[config.mk]
export PLATFORM = sky130hd
export DESIGN_NAME = mini_alu_div_issue
export DESIGN_NICKNAME = d
export VERILOG_FILES = /design/src/rtl/mini_alu_pkg.sv /design/src/rtl/mini_alu_req_fifo.sv /design/src/rtl/mini_alu_div_issue.sv
export SDC_FILE = /design/constraint.sdc
export NUM_CORES = 1
export LEC_CHECK = 0
export CAP_MARGIN = 20
export CORE_ASPECT_RATIO = 1.2
export CORE_UTILIZATION = 29
export CTS_CLUSTER_DIAMETER = 30
export DETAILED_ROUTE_END_ITERATION = 6
export GPL_ROUTABILITY_DRIVEN = 0
export PLACE_DENSITY = 0.5
export SLEW_MARGIN = 20
export SYNTH_ARGS = -nofsm -noshare
export SYNTH_HDL_FRONTEND = slang
export SYNTH_HIERARCHICAL = 1
export SYNTH_SLANG_ARGS = --single-unit
[constraint.sdc]
create_clock -name clk -period 4.27 [get_ports clk]
set_input_delay 0.854 -clock clk [delete_from_list [all_inputs] [get_ports clk]]
set_output_delay 0.854 -clock clk [all_outputs]
set_load 0.1 [all_outputs]
[src/rtl/mini_alu_pkg.sv]
// Shared types and constants for the divider issue stage.
package mini_alu_pkg;

    localparam int DATA_W = 16;
    localparam logic [DATA_W-1:0] DZ_QUOT = 16'hFFFF;

    typedef enum logic [1:0] {
        IDLE  = 2'd0,
        ISSUE = 2'd1,
        WAIT  = 2'd2,
        RESP  = 2'd3
    } state_t;

endpackage

[src/rtl/mini_alu_req_fifo.sv]
// Request buffer: synchronous FIFO with registered full/empty flags so that
// in_ready never depends combinationally on the consumer side.
module mini_alu_req_fifo #(
    parameter int WIDTH = 36,
    parameter int DEPTH = 2
) (
    input  logic             clk,
    input  logic             rst,
    input  logic             push,
    input  logic             pop,
    input  logic [WIDTH-1:0] wdata,
    output logic [WIDTH-1:0] rdata,
    output logic             full,
    output logic             empty
);

    localparam int PTR_W = $clog2(DEPTH);
    localparam int CNT_W = PTR_W + 1;

    logic [WIDTH-1:0] mem [DEPTH];
    logic [PTR_W-1:0] wr_ptr;
    logic [PTR_W-1:0] rd_ptr;
    logic [CNT_W-1:0] count;
    logic [CNT_W-1:0] count_next;
    logic             do_push;
    logic             do_pop;

    assign do_push = push & ~full;
    assign do_pop  = pop & ~empty;
    assign rdata   = mem[rd_ptr];

    always_comb begin
        count_next = count;
        case ({do_push, do_pop})
            2'b10:   count_next = count + CNT_W'(1);
            2'b01:   count_next = count - CNT_W'(1);
            default: count_next = count;
        endcase
    end

    // Power-of-two depth lets the pointers wrap by plain overflow.
    always_ff @(posedge clk or posedge rst) begin
        if (rst) begin
            wr_ptr <= '0;
            rd_ptr <= '0;
            count  <= '0;
            full   <= 1'b0;
            empty  <= 1'b1;
        end else begin
            if (do_push) wr_ptr <= wr_ptr + PTR_W'(1);
            if (do_pop)  rd_ptr <= rd_ptr + PTR_W'(1);
            count <= count_next;
            full  <= (count_next == CNT_W'(DEPTH));
            empty <= (count_next == '0);
        end
    end

    always_ff @(posedge clk) begin
        if (do_push) mem[wr_ptr] <= wdata;
    end

endmodule

[src/rtl/mini_alu_div_issue.sv]
// Issue/sequencing stage in front of the 16-bit restoring divider: buffers
// requests, starts the divider one request at a time and returns tagged results.
module mini_alu_div_issue
    import mini_alu_pkg::*;
#(
    parameter int FIFO_DEPTH  = 2,
    parameter int TAG_W       = 4,
    parameter int TIMEOUT_CYC = 24
) (
    input  logic             clk,
    input  logic             rst,
    input  logic             in_valid,
    output logic             in_ready,
    input  logic [15:0]      in_x,
    input  logic [15:0]      in_y,
    input  logic [TAG_W-1:0] in_tag,
    output logic             div_start,
    output logic [15:0]      div_x,
    output logic [15:0]      div_y,
    input  logic [15:0]      div_quot,
    input  logic [15:0]      div_rem,
    input  logic             div_valid,
    output logic             out_valid,
    input  logic             out_ready,
    output logic [15:0]      out_quot,
    output logic [15:0]      out_rem,
    output logic             out_dz,
    output logic             out_timeout,
    output logic [TAG_W-1:0] out_tag,
    output logic             busy
);

    localparam int REQ_W = 2 * DATA_W + TAG_W;
    localparam int CNT_W = $clog2(TIMEOUT_CYC + 1);
    localparam logic [CNT_W-1:0] CNT_LAST = CNT_W'(TIMEOUT_CYC - 1);

    state_t             state;
    state_t             state_next;
    logic               fifo_full;
    logic               fifo_empty;
    logic               push;
    logic               pop;
    logic [REQ_W-1:0]   head;
    logic [15:0]        head_x;
    logic [15:0]        head_y;
    logic [TAG_W-1:0]   head_tag;
    logic               head_dz;
    logic [CNT_W-1:0]   wait_cnt;
    logic               done;
    logic               hung;

    assign in_ready = ~fifo_full;
    assign push     = in_valid & ~fifo_full;
    assign pop      = (state == IDLE) & ~fifo_empty;
    assign {head_x, head_y, head_tag} = head;
    assign head_dz  = (head_y == '0);
    assign done     = (state == WAIT) & div_valid;
    assign hung     = (state == WAIT) & ~div_valid & (wait_cnt == CNT_LAST);

    mini_alu_req_fifo #(
        .WIDTH (REQ_W),
        .DEPTH (FIFO_DEPTH)
    ) u_fifo (
        .clk   (clk),
        .rst   (rst),
        .push  (push),
        .pop   (pop),
        .wdata ({in_x, in_y, in_tag}),
        .rdata (head),
        .full  (fifo_full),
        .empty (fifo_empty)
    );

    always_ff @(posedge clk or posedge rst) begin
        if (rst) state <= IDLE;
        else     state <= state_next;
    end

    always_comb begin
        state_next = state;
        case (state)
            IDLE:    if (!fifo_empty) state_next = head_dz ? RESP : ISSUE;
            ISSUE:   state_next = WAIT;
            WAIT:    if (done || hung) state_next = RESP;
            RESP:    if (out_ready) state_next = IDLE;
            default: state_next = IDLE;
        endcase
    end

    always_comb begin
        div_start = (state == ISSUE);
        out_valid = (state == RESP);
        busy      = (state != IDLE) | ~fifo_empty;
    end

    // Operands stay in div_x/div_y from pop until the result is captured;
    // divide-by-zero results are formed at pop time and skip the divider.
    always_ff @(posedge clk or posedge rst) begin
        if (rst) begin
            div_x       <= '0;
            div_y       <= '0;
            out_tag     <= '0;
            out_quot    <= '0;
            out_rem     <= '0;
            out_dz      <= 1'b0;
            out_timeout <= 1'b0;
            wait_cnt    <= '0;
        end else begin
            if (pop) begin
                div_x       <= head_x;
                div_y       <= head_y;
                out_tag     <= head_tag;
                out_quot    <= head_dz ? DZ_QUOT : '0;
                out_rem     <= head_dz ? head_x : '0;
                out_dz      <= head_dz;
                out_timeout <= 1'b0;
            end
            if (state == ISSUE)     wait_cnt <= '0;
            else if (state == WAIT) wait_cnt <= wait_cnt + CNT_W'(1);
            if (done) begin
                out_quot    <= div_quot;
                out_rem     <= div_rem;
                out_dz      <= 1'b0;
                out_timeout <= 1'b0;
            end else if (hung) begin
                out_quot    <= '0;
                out_rem     <= '0;
                out_dz      <= 1'b0;
                out_timeout <= 1'b1;
            end
        end
    end

endmodule

==> results of run 1 <==
==> path summary, 6_finish.rpt <==
| kind | endpoint | slack, ps | cells after the start |
|---|---|---|---|
| max | div_start | 1030 | 3 |
| min | div_y[14]$_DFFE_PP0P_ | 480 | 2 |
| max reg2reg | out_quot[7]$_DFFE_PP0P_ | 1630 | 5 |
| min reg2reg | div_y[14]$_DFFE_PP0P_ | 480 | 2 |
| max in group asynchronous | out_quot[2]$_DFFE_PP0P_ | 2670 | 3 |
| min in group asynchronous | u_fifo/count[0]$_DFF_PP0_ | 720 | 2 |
==> routing by layer <==
layer	up-vias	track usage [%]	wire (microns)
met5	-	0	13
met4	2	5.52	231
met3	19	4.15	1110
met2	136	22.9	7300
met1	1996	17.2	6550
li1	1952	-	-
==> critical path, delay by kind of cell (launching register included) <==
| kind | cells | cell delay [ps] |
|---|---|---|
| buf+inv | 2 | 1290 |
| fa+ha+maj | 1 | 250 |
| flops | 1 | 420 |
==> per-stage QoR <==
step                      worst slack [ps]  instances  util (%)  instance area (sq um)  hold slack [ps]
after floorplan                       1220        462         -                   6450              468
after global placement                1310        864      37.2                   8100              460
after detailed placement              1290        864      37.2                   8100              461
after CTS                             1020        896      40.0                   8710              479
after global routing                   960        897      40.1                   8730              496
final                                 1030        897      40.1                   8730              475
==> logic make-up after synthesis <==
kind of cell	synth area share [%]
mux	8.32
flops	65.8
buf+inv	4.52
xor+xnor	0.815
fa+ha+maj	1.36
simple gates	12.8
compound gates	6.46
==> final cells by class <==
class / count / area [sq um] / share of cell area (%)
clock buffer: 17 / 425 / 4.87
clock inverter: 15 / 180 / 2.06
inverter: 11 / 68.8 / 0.789
multi-input combinational: 271 / 1930 / 22.2
sequential: 155 / 4240 / 48.6
tap: 274 / 343 / 3.93
timing repair buffer: 154 / 1530 / 17.6
==> synth_stat cells, types with 2 or more instances <==
library cell  instances  area share (%)
buf_12                3            0.93
nand2_1             124             7.2
buf_4                 3            0.35
a221o_1              23             3.6
inv_1                10            0.58
o21ai_0               7            0.54
a31oi_1               7            0.68
nor2_1                5            0.29
xnor2_1               3            0.41
xor2_1                3            0.41
nor2b_1               2            0.19
nor4_4                4             1.3
ha_1                  7             1.4
buf_6                 5            0.87
edfxtp_1             72              34
mux2_4               29             6.8
mux2_2                9             1.6
clkbuf_1              4            0.23
nand2b_1              3            0.29
buf_8                 2            0.47
nor3_1               24             1.9
buf_2                 7            0.54
dfrtp_1              82              32
==> cells in the final DEF, fill, tap and decap left out, types with 7 or more instances in the layout <==
cell / netlist / layout
o21ai_0: 7 / 7
clkbuf_16: 0 / 17
a31oi_1: 7 / 7
edfxtp_1: 72 / 72
clkdlybuf4s50_1: 0 / 146
nand2_1: 124 / 124
inv_1: 10 / 9
mux2_2: 9 / 9
a221o_1: 23 / 23
nor3_1: 24 / 24
buf_4: 3 / 7
ha_1: 7 / 7
dfrtp_1: 82 / 81
mux2_4: 29 / 29
==> registers in the layout (all words and copies together) (netlist names), 2 cells and up <==
name	flops
out_tag	4
div_y	16
out_rem	16
div_x	16
state	2
u_fifo/mem	72
u_fifo/count	2
out_quot	16
wait_cnt	5
==> results.toml, run 1 <==
[status]
outcome = "complete, but fails checks"
violations = "DRC"

[synthesis]
syn_area_per_cell_sq_um = 14.0
synth_edf_count = 72
syn-cell-area_sq_um = 6450
synthDistinctLibCells = 47
synth-seq-area-share_pct = 65.8
yosysWarnings = 6
ys.flop_type = "dfrtp_1"
mappedNetlistNets = 542
syn_inst = 462
ys_async_sr_fraction_pct = 53.5
yosys_register_bits = 155

[timing]
period_share_pct = 75.9
max_freq_mhz = 309
grt_setup_unrepaired = "false"
slew_violations = 0
setup_tns_ps = 0
slew_headroom_pct = 32.1
hold_violations = 0
min_period_ps = 3240
skew_ps = 8.11
setup_violations = 0
tightestPinTransition_ps = 1020

[clock_tree]
cts-root-buf = "clkbuf_16"
clock-sinks = 155
ctsHoldBuffers = 0
cts_resized = 0
cts_tree = "done"
numCtsBuffers = 17
clk_pin_slew_worst_paths_ps = 60
cts_buffer_depth = 2
cts_setup_buffers = 0
cts_max_level = 4
clock_latency_ps = 430

[hold_path]
min_from = "div_y[14]$_DFFE_PP0P_"
min_path_type = "reg -> reg"

[setup_path]
required_ps = 3420
start_kind = "register"
r2r-start = "u_fifo/rd_ptr$_DFFE_PP0P_"
cp.arrival_ps = 2390
endpoint_kind = "primary output"
crit_start = "state[1]$_DFFE_PP0P_"
path_max_fanout = 5
crit_path_max_incr_delay_ps = 1170
worst-setup-path-type = "reg -> out"
slowest_stage = "clkdlybuf4s50_1"
cp_cell_sequence = "inv_1 > ha_1 > clkdlybuf4s50_1"

[global_route]
grt_max_degree = 45
overflow = 0
grt_use_total_pct = 13.9
grt_pass1_vias = 4192
grt_pass1_wl_microns = 23800
antenna_found_initial = 1

[layout]
antennaDiodeCount = 0
nNetsFinal = 690
drive_gt1_share_pct = 15.7
nFillCells = 2015
area_growth_pct = 35.3

[floorplan]
dieArea_sq_um = 22800
io_pins = 147
dieWidth_microns = 138
initial_core_util_pct = 29.6
core_sq_um = 21800
rows = 59
dieHeight_microns = 165

[route]
wl_per_cell_microns = 16.9
dr.pass1.iters = 7
ant_nets = 0
finalWirelength_microns = 15200
drc_errors = 34
dr.first_iter.drc_count = 237
via_per_inst = 4.58
vias = 4105

[placed_design]
hpwl_microns = 10600
port_buffers = 146

[job]
maxCapViolations = 0
Power of run 1 is not shown: default switching activity piles up to over one toggle a cycle in this logic, so the estimate is an artifact.
==> inputs of run 2 (changes only) <==
clock period = 3.4 ns   (was 4.27 ns; I/O delays follow)
==> run 2 against run 1 <==
The flow still finishes with violations (DRC). Register-to-register slack worse by 710 ps. Count of clock-buffer cells in the layout up 10. Clock skew up 12 ps. Critical path depth down 2. Worst setup slack worse by 260 ps. First-iteration DRC count down 1.7%. Non-clock buffer count up 1. Utilization down 0.82 points. Wire length up 0.16%. Via count down 0.76%. Sequential cell count unchanged. Die area unchanged. Highest routed layer is now met4.
==> results.toml, run 2 (synthesis results as in run 1) <==
[floorplan]
dieHeight_microns = 165
initial_core_util_pct = 29.6
rows = 59
io_pins = 147
core_sq_um = 21800
dieArea_sq_um = 22800
dieWidth_microns = 138

[route]
ant_nets = 0
drc_errors = 35
dr.pass1.iters = 7
dr.first_iter.drc_count = 233
wl_per_cell_microns = 17.0
finalWirelength_microns = 15200
via_per_inst = 4.54
vias = 4074

[clock_tree]
cts_resized = 0
cts_setup_buffers = 0
clock-sinks = 155
numCtsBuffers = 17
clk_pin_slew_worst_paths_ps = 60
cts-root-buf = "clkbuf_16"
cts_tree = "done"
cts_max_level = 4
cts_buffer_depth = 2
ctsHoldBuffers = 0
clock_latency_ps = 430

[layout]
area_growth_pct = 32.6
largest_register_ffs = 72
top_register = "u_fifo/mem"
nFillCells = 2058
layout_commonest_cell = "nand2_1"
antennaDiodeCount = 0
final_cell_mix = "nand2_1 (124), clkdlybuf4s50_1 (92), dfrtp_1 (81)"
nNetsFinal = 691
drive_gt1_share_pct = 23.7

[timing]
grt_setup_unrepaired = "false"
tightestPinTransition_ps = 1000
hold_violations = 0
slew_violations = 0
min_period_ps = 2630
setup_violations = 0
max_freq_mhz = 381
setup_tns_ps = 0
skew_ps = 20.3
period_share_pct = 77.2
slew_headroom_pct = 33.0

[setup_path]
cp.arrival_ps = 1950
worst-setup-path-type = "reg -> out"
crit_buf_inv = 1
endpoint_kind = "primary output"
crit_path_max_incr_delay_ps = 1160
required_ps = 2720
crit_family = "buffers and inverters"
slowest_stage = "clkdlybuf4s50_1"
path_max_fanout = 2
start_kind = "register"
cp_cell_sequence = "clkdlybuf4s50_1"

[global_route]
antenna_found_initial = 0
overflow = 0
grt_pass1_vias = 4400
grt_use_total_pct = 14.3
grt_max_degree = 45
grt_pass1_wl_microns = 24600

[placed_design]
port_buffers = 146
hpwl_microns = 11000

[status]
outcome = "complete, but fails checks"
violations = "DRC"

[job]
maxCapViolations = 0

[hold_path]
min_path_type = "reg -> reg"
run 2: cell count changes in the layout (fill, tap and decap cells not counted):
cell / delta
clkinv_2: +2
bufinv_16: -2
clkdlybuf4s50_1: -54
inv_4: +2
clkbuf_16: +1
inv_8: -4
buf_4: +55
clkbuf_1: +5
clkinvlp_4: -3
clkinv_4: -1
clkbuf_8: +4
inv_6: -4
run 2: stage by stage:
step	utilization, %	cell area (sq um)	hold WS, ps	setup WS (ps)	cells
detailed placement	36.7	7990	466	820	866
floorplan	-	6450	468	525	462
global route	39.3	8550	512	708	898
global placement	36.7	7990	467	844	866
finish	39.3	8550	479	774	898
CTS	39.3	8550	481	758	898
run 2: layout make-up:
| cell class | instances | area, sq um | share of cell area, % |
|---|---|---|---|
| clock inverter | 5 | 31.3 | 0.366 |
| multi-input combinational | 271 | 1930 | 22.6 |
| tap | 274 | 343 | 4.01 |
| clock buffer | 27 | 524 | 6.13 |
| inverter | 11 | 68.8 | 0.805 |
| sequential | 155 | 4240 | 49.6 |
| timing repair buffer | 155 | 1410 | 16.4 |
run 2: final timing paths:
path	endpoint	startpoint	cells after the start	slack, ps
worst max-delay path	out_rem[2]	out_rem[2]$_DFFE_PP0P_	1	770
worst min-delay path	div_y[10]$_DFFE_PP0P_	div_y[10]$_DFFE_PP0P_	2	480
worst max register to register	out_quot[11]$_DFFE_PP0P_	u_fifo/rd_ptr$_DFFE_PP0P_	5	920
worst min register to register	div_y[10]$_DFFE_PP0P_	div_y[10]$_DFFE_PP0P_	2	480
max in group asynchronous	out_rem[5]$_DFFE_PP0P_	rst	3	1920
min in group asynchronous	u_fifo/full$_DFF_PP0_	rst	2	540
run 2: metal layers:
layer	vias to the layer above	global-route usage, %	part of all wire, %
met2	118	23.9	49
met1	1999	17.8	45
li1	1951	-	-
met3	6	3.95	5.0
met4	0	4.80	0.56
met5	-	0	0
Power of run 2 is left out for the same reason.
==> inputs of run 3 (changes only) <==
PLACE_DENSITY = 0.52   (was 0.5)
clock period = 2.2 ns   (was 3.4 ns; I/O delays follow)
==> run 3 against run 2 <==
The run still ends with DRC left. Global-route usage decreased by 0.48 points. Count of clock-buffer cells in the layout shrank 4. Non-clock buffer count up 10. Via count rose by 2.3%. Utilization increased by 1.1 points.
==> results.toml, run 3 (synthesis results as in run 1) <==
[status]
outcome = "complete, but fails checks"
violations = "DRC"

[timing]
slew_headroom_pct = 74.1
min_period_ps = 2110
setup_violations = 0
grt_setup_unrepaired = "true"
max_freq_mhz = 474
tightestPinTransition_ps = 386
slew_violations = 0
skew_ps = 9.49
hold_violations = 0
period_share_pct = 95.9

[route]
finalWirelength_microns = 15100
dr.first_iter.drc_count = 194
wl_per_cell_microns = 16.6
dr.pass1.iters = 6
ant_nets = 0
vias = 4169
drc_errors = 64
via_per_inst = 4.59

[layout]
area_growth_pct = 36.1
largest_register_ffs = 72
final_util_pct = 40.3
nNetsFinal = 701
top_register = "u_fifo/mem"
layout_commonest_cell = "nand2_1"
drive_gt1_share_pct = 29.2
final_cell_mix = "nand2_1 (124), dfrtp_1 (81), buf_4 (79)"

[global_route]
grt_max_degree = 50
overflow = 0
antenna_found_initial = 2
grt_pass1_vias = 4492
grt_use_total_pct = 13.8
grt_pass1_wl_microns = 24100

[setup_path]
reg2reg_depth = 8
timing.rr.end = "out_quot[6]$_DFFE_PP0P_"
slowest_stage = "dfrtp_2"
endpoint_kind = "register"
cp.arrival_ps = 2460
worst-setup-path-type = "reg -> reg"
cp_common_cell = "buf_12"
crit_path_max_incr_delay_ps = 450
start_kind = "register"
required_ps = 2550
r2r-start = "u_fifo/rd_ptr$_DFFE_PP0P_"
cp_cell_sequence = "buf_12 > mux2_4 > nor4_4 > nand4_4 > buf_12 > nor3_4 > buf_6 > a221o_1"
path_max_fanout = 15
r2r_slack_ps = 90

[floorplan]
dieArea_sq_um = 22800
rows = 59
dieHeight_microns = 165
core_sq_um = 21800
io_pins = 147
initial_core_util_pct = 29.6
dieWidth_microns = 138

[placed_design]
port_buffers = 146
hpwl_microns = 10600

[clock_tree]
clock-sinks = 155
clk_pin_slew_worst_paths_ps = 60
clock_latency_ps = 420
cts_tree = "done"
cts_buffer_depth = 2
cts_max_level = 4
cts-root-buf = "clkbuf_16"
numCtsBuffers = 17

[hold_path]
min_path_type = "in -> async"

[job]
maxCapViolations = 0
## run 3: per-layer routing
layer	wire [microns]	up-vias	GRT usage (%)	part of all wire (%)
li1	-	1970	-	-
met1	6390	2032	16.7	42
met2	7440	146	23.8	49
met3	976	19	3.37	6.5
met4	230	2	5.41	1.5
met5	13	-	0	0.086
## run 3: worst max-delay path by stage
stage | from | cells after the start | endpoint
floorplan | in_valid | 3 | u_fifo/mem[0][0]$_DFFE_PP_
global placement | u_fifo/rd_ptr$_DFFE_PP0P_ | 6 | out_quot[12]$_DFFE_PP0P_
detailed placement | u_fifo/rd_ptr$_DFFE_PP0P_ | 6 | out_quot[9]$_DFFE_PP0P_
CTS | u_fifo/rd_ptr$_DFFE_PP0P_ | 8 | out_quot[8]$_DFFE_PP0P_
global route | u_fifo/rd_ptr$_DFFE_PP0P_ | 8 | out_quot[10]$_DFFE_PP0P_
finish | u_fifo/rd_ptr$_DFFE_PP0P_ | 8 | out_quot[6]$_DFFE_PP0P_
## run 3: metrics by stage
step	setup WS, ps	std cells	instance area (sq um)	hold WS [ps]	TNS, ps
global route	-27.0	908	8780	399	-170
floorplan	-435	462	6460	230	-31290
detailed placement	-115	873	8110	465	-1360
global placement	-50.4	873	8110	462	-422
CTS	54.9	907	8720	358	0
finish	91.0	909	8780	359	0
## run 3: area by class of cell
class	count	area (sq um)
fillers	2025	13000
inverters	11	71.3
flip-flops and latches	155	4240
repair buffers	165	1580
clock buffers	23	489
multi-input cells	271	1960
well taps	274	343
clock inverters	9	86.3
diodes	1	2.50
## run 3: repair_timing
action	4_1_cts	5_1_grt
setup endpoints to repair	19	18
pin swaps	2	2
gates cloned	0	1
hold buffers	0	0
gates resized for setup	0	8
buffers inserted	2	0
## run 3: worst max-delay path: cells and delay by family (launching register included)
kind            cells  cell delay (ps)
buf+inv             3              500
mux                 1              320
compound gates      1              110
simple gates        3              660
flops               1              450
Power of run 3 is left out for the same reason.
